## config.mk

```make
export PLATFORM = sky130hd
export DESIGN_NAME = evm_booth_scheduler
export DESIGN_NICKNAME = d
export VERILOG_FILES = /design/src/rtl/evm_booth_scheduler.sv
export SDC_FILE = /design/constraint.sdc
export NUM_CORES = 1
export LEC_CHECK = 0
export ABC_AREA = 0
export CAP_MARGIN = 20
export CORE_MARGIN = 4
export CORE_UTILIZATION = 52
export DETAILED_ROUTE_END_ITERATION = 10
export PLACE_DENSITY = 0.83
export SLEW_MARGIN = 5
export SYNTH_ARGS = -nofsm -noshare
export SYNTH_HDL_FRONTEND = slang
export SYNTH_SLANG_ARGS = --single-unit
```

## constraint.sdc

```tcl
create_clock -name clk -period 2.8 [get_ports clk]
set_clock_uncertainty 0.1 [all_clocks]
set_input_delay 0.28 -clock clk [delete_from_list [all_inputs] [get_ports clk]]
set_output_delay 0.28 -clock clk [all_outputs]
set_load 0.005 [all_outputs]
```

## src/rtl/evm_booth_scheduler.sv

```systemverilog
// Booth scheduler: powers the evm, grants it to check-in desks round-robin,
// supervises each vote with start/vote timeouts and closes the session.
module evm_booth_scheduler #(
  parameter int NUM_DESKS     = 4,
  parameter int CNT_W         = 8,
  parameter int SETTLE_CYC    = 2,
  parameter int START_TIMEOUT = 4,
  parameter int VOTE_TIMEOUT  = 120
) (
  input  logic                 clk,
  input  logic                 rst,
  input  logic                 poll_open,
  input  logic                 close_poll,
  input  logic [NUM_DESKS-1:0] desk_req,
  input  logic                 evm_voting_in_progress,
  input  logic                 evm_voting_done,
  output logic                 switch_on_evm,
  output logic                 candidate_ready,
  output logic                 voting_session_done,
  output logic [NUM_DESKS-1:0] desk_grant,
  output logic [NUM_DESKS-1:0] desk_ack,
  output logic [NUM_DESKS-1:0] desk_abort,
  output logic [2:0]           active_desk,
  output logic [CNT_W-1:0]     voters_served,
  output logic [CNT_W-1:0]     timeout_count,
  output logic                 poll_closed
);

  typedef enum logic [3:0] {
    S_OFF, S_SETTLE, S_READY, S_GRANT, S_WAIT_START,
    S_WAIT_VOTE, S_DONE, S_ABORT, S_CLOSING, S_CLOSED
  } state_t;

  localparam logic [7:0] SETTLE_LAST = 8'(SETTLE_CYC - 1);
  localparam logic [7:0] START_LAST  = 8'(START_TIMEOUT - 1);
  localparam logic [7:0] VOTE_LAST   = 8'(VOTE_TIMEOUT - 1);

  state_t state, state_n;
  logic [7:0] timer;
  logic [2:0] rr_ptr;
  logic [2:0] win;
  logic       any_req;
  logic       close_pend;
  logic [7:0] req8;
  logic [NUM_DESKS-1:0] desk_oh;

  function automatic logic [2:0] rr_idx(input logic [2:0] base, input int off);
    int j;
    j = int'(base) + off;
    if (j >= NUM_DESKS) j = j - NUM_DESKS;
    return 3'(j);
  endfunction

  assign req8 = 8'(desk_req);

  // Walk downward so the nearest desk after the last grant wins.
  always_comb begin
    win     = rr_ptr;
    any_req = 1'b0;
    for (int i = NUM_DESKS; i >= 1; i--) begin
      if (req8[rr_idx(rr_ptr, i)]) begin
        win     = rr_idx(rr_ptr, i);
        any_req = 1'b1;
      end
    end
  end

  always_comb begin
    state_n = state;
    unique case (state)
      S_OFF:        if (poll_open) state_n = S_SETTLE;
      S_SETTLE:     if (timer >= SETTLE_LAST) state_n = S_READY;
      S_READY: begin
        if (close_pend)   state_n = S_CLOSING;
        else if (any_req) state_n = S_GRANT;
      end
      S_GRANT:      state_n = S_WAIT_START;
      S_WAIT_START: begin
        if (evm_voting_in_progress)   state_n = S_WAIT_VOTE;
        else if (timer >= START_LAST) state_n = S_ABORT;
      end
      S_WAIT_VOTE: begin
        if (!evm_voting_in_progress) state_n = S_DONE;
        else if (timer >= VOTE_LAST) state_n = S_ABORT;
      end
      S_DONE:       state_n = S_READY;
      S_ABORT:      state_n = S_READY;
      S_CLOSING:    if (evm_voting_done) state_n = S_CLOSED;
      S_CLOSED:     if (!poll_open) state_n = S_OFF;
      default:      state_n = S_OFF;
    endcase
    if (!poll_open && state != S_OFF) state_n = S_OFF;
  end

  always_ff @(posedge clk or posedge rst) begin
    if (rst) begin
      state         <= S_OFF;
      timer         <= '0;
      rr_ptr        <= '0;
      active_desk   <= '0;
      close_pend    <= 1'b0;
      voters_served <= '0;
      timeout_count <= '0;
    end else begin
      state <= state_n;
      if (state_n != state)
        timer <= '0;
      else if (state inside {S_SETTLE, S_WAIT_START, S_WAIT_VOTE})
        timer <= timer + 8'd1;
      if (state == S_READY && state_n == S_GRANT)
        active_desk <= win;
      if (state == S_GRANT)
        rr_ptr <= active_desk;
      if (state == S_OFF && state_n == S_SETTLE) begin
        close_pend    <= 1'b0;
        voters_served <= '0;
        timeout_count <= '0;
      end else begin
        if (state != S_OFF && close_poll)
          close_pend <= 1'b1;
        if (state == S_DONE && !(&voters_served))
          voters_served <= voters_served + CNT_W'(1);
        if (state == S_ABORT && !(&timeout_count))
          timeout_count <= timeout_count + CNT_W'(1);
      end
    end
  end

  always_comb begin
    for (int i = 0; i < NUM_DESKS; i++)
      desk_oh[i] = (active_desk == 3'(i));
  end

  assign switch_on_evm       = (state != S_OFF);
  assign candidate_ready     = (state == S_GRANT);
  assign voting_session_done = (state == S_CLOSING);
  assign poll_closed         = (state == S_CLOSED);
  assign desk_grant = (state == S_GRANT) ? desk_oh : '0;
  assign desk_ack   = (state == S_DONE)  ? desk_oh : '0;
  assign desk_abort = (state == S_ABORT) ? desk_oh : '0;

endmodule

```

==> flow_summary.toml, run 1 <==
[outcome]
status = "completed"

[floorplan]
io_pins = 45
dieHeight_um = 75.0
initial_core_util_pct = 53.7
core_area_um2 = 4350
die_width_um = 75.0
row_count = 24
dieArea_um2 = 5630

[setup_path]
critical_path_class = "reg2out"
critPathCaptureType = "primary output"
crit_start = "state[1]"
worstPathRequired_ns = 2.42
crit_fanout = 11
r2r_cells = 8
cp_data_arrival_time_ns = 2.21
cp-start-kind = "flop"
reg2reg_slack_ns = 0.25
rr_endpoint = "timer[5]"
r2r-start = "rr_ptr[0]"

[routing]
first_iter_violations = 75
vias = 2085
drt_wl_total_mm = 5.34
drc = 0
dr.pass1.iters = 4
antenna_left = 0
wl_per_cell_um = 14.6
viasPerCell = 5.70

[place]
placed_area_um2 = 2850
numPlacedInstances = 358
dp_slack_ns = 0.265
gp_congestion = 0.912
dp_hpwl_mm = 3.97
io_buffers = 44

[timing]
rsz0062_at_grt = "no"
fmax_ghz = 0.387
period_needed_ns = 2.59
slew_viol_final = 0
finalCritPeriodShare_pct = 92.3
max_slew_margin_pct = 54.9
fin_tns_setup_ns = 0
setup_ws_ns = 0.215
setup_viol = 0
finalHoldViolCount = 0
worst_pin_slew_ns = 0.676

[synth]
ys_ff_latch = 35
ys.flop_type = "dfrtp_1"
synth-edff-count = 0
yosysTopAreaCell = "dfrtp_1"
syn_inst = 266
synthDistinctLibCells = 53
synth_area_um2 = 2340
syn_nets = 283
synth_common_cells = "nor2_1 (36), dfrtp_1 (35), nand2_1 (20), a21oi_1 (16), o21ai_0 (13)"
synthTopCellsByArea = "dfrtp_1 (37%), nor2_1 (5.8%), xor2_1 (4.5%)"
yosysTopAreaCellShare_pct = 37.5
ys_warn_count = 0
async_flop_share_pct = 100
yosysMostFrequentCell = "nor2_1"
avgSynthCellArea_um2 = 8.79
yosysSeqAreaShare_pct = 37.5

[cts]
cts.sink_count = 35
clockBufferDepth = 2
tritoncts = "done"
cts_buffers = 5
cts.clk_slew.worst_paths_ns = 0.08
htree_levels = 2
cts_root_buffer = "clkbuf_8"
post_cts_buffers = 0
hold_buffers = 0
clk_latency_ns = 0.30

[grt]
gr-total-overflow = 0
grt_pass1_vias = 1872
grtUsageTotal_pct = 20.1
grt_max_degree = 36
grt_pass1_wl_mm = 8.88
antenna_found_initial = 0

[final_layout]
diodes = 0
drive_gt1_share_pct = 9.55
num-fill-cells = 359
fin_area_um2 = 2930
nNetsFinal = 330
final_util_pct = 67.4
seq_area_um2 = 877
multi_input_area_um2 = 1380
layoutNonFillerInstCount = 366
area.growth.synth_to_final_pct = 25.5

[flow_run]
max-cap-violations = 0

[pwr]
power.leakage_nw = 1.19
power.density_nw_per_um2 = 693
ir_drop_uv = 458

[worst_hold_path]
hp-class = "in2async"
## registers in the layout (all words and copies together), names as in the netlist
| signal | count |
|---|---|
| timeout_count | 8 |
| timer | 8 |
| voters_served | 8 |
| state | 4 |
| active_desk | 3 |
| rr_ptr | 3 |
| close_pend | 1 |
## metal layers
metal	vias up	global-route usage [%]	part of all wire [%]
li1	1046	-	-
met1	983	28.9	46
met2	45	29.9	48
met3	11	4.54	4.8
met4	0	6.72	1.5
met5	-	0	0
## layout make-up
class | count | area share (%)
Clock buffer | 6 | 2.47
Clock inverter | 2 | 0.426
Inverter | 10 | 1.28
Multi-Input combinational cell | 210 | 46.9
Sequential cell | 35 | 29.9
Tap cell | 52 | 2.22
Timing Repair Buffer | 51 | 16.8
## critical path: stages, from the launching register on
cell             delay (ns)
dfrtp_1                0.51
buf_4                  0.23
or2_2                  0.31
nor3_1                 0.29
inv_1                  0.11
clkdlybuf4s50_1        0.48
## what timing repair did
action,CTS,global route
endpoints found under the setup margin,0,1
hold endpoints to repair,0,0
gates resized for setup,0,1
## stage by stage
step | hold slack, ns | power (mW)
6_report | 0.276 | 2.03
5_1_grt | 0.331 | 2.19
4_1_cts | 0.295 | 2.04
3_5_place_dp | 0.460 | 1.67
3_3_place_gp | 0.450 | 1.64
2_1_floorplan | 0.330 | 1.39
## layout by cell type (no fill, tap or decap), types with 5 or more instances in the layout
cell type,n
nand3_1,7
nor4_1,7
xnor2_1,5
dfrtp_1,34
clkdlybuf4s50_1,44
ha_1,7
clkbuf_8,5
nor2_1,36
xor2_1,12
nand2b_1,6
mux2i_1,6
or3_1,7
and2_1,6
inv_1,10
buf_4,7
nand4_1,6
o21ai_0,13
nand2_1,20
a21oi_1,16
## worst max-delay path by stage
stage	end	slack, ns	cells past startpoint
2_1_floorplan	timer[0]	0.54	9
3_3_place_gp	timer[5]	0.41	8
3_5_place_dp	timer[7]	0.26	8
4_1_cts	candidate_ready	0.1	4
5_1_grt	switch_on_evm	0.05	5
6_report	switch_on_evm	0.21	5
## logic make-up after synthesis
logic type,share of synthesized area (%)
AOI/OAI and AO/OA,15.1
xor gates and xnor gates,6.37
adders and majority gates,3.75
buffers and inverters,3.64
DFF,37.5
muxes,4.01
and+or+nand+nor,29.7
## report_power, final
part	switching (mW)	total (mW)	internal, mW
Combinational	0.506	0.953	0.447
Clock	0.190	0.364	0.174
Sequential	0.147	0.716	0.569
No activity file was read; power rests on OpenSTA's default activity.
==> run 2, diff against run 1 <==
--- a/config.mk
+++ b/config.mk
@@ -9,6 +9,7 @@
 export CAP_MARGIN = 20
 export CORE_MARGIN = 4
 export CORE_UTILIZATION = 52
+export CTS_CLUSTER_DIAMETER = 80
 export DETAILED_ROUTE_END_ITERATION = 10
 export PLACE_DENSITY = 0.83
 export SLEW_MARGIN = 5
==> results of run 2 <==
The final DEF is identical to that of run 1; final timing and power are the same.
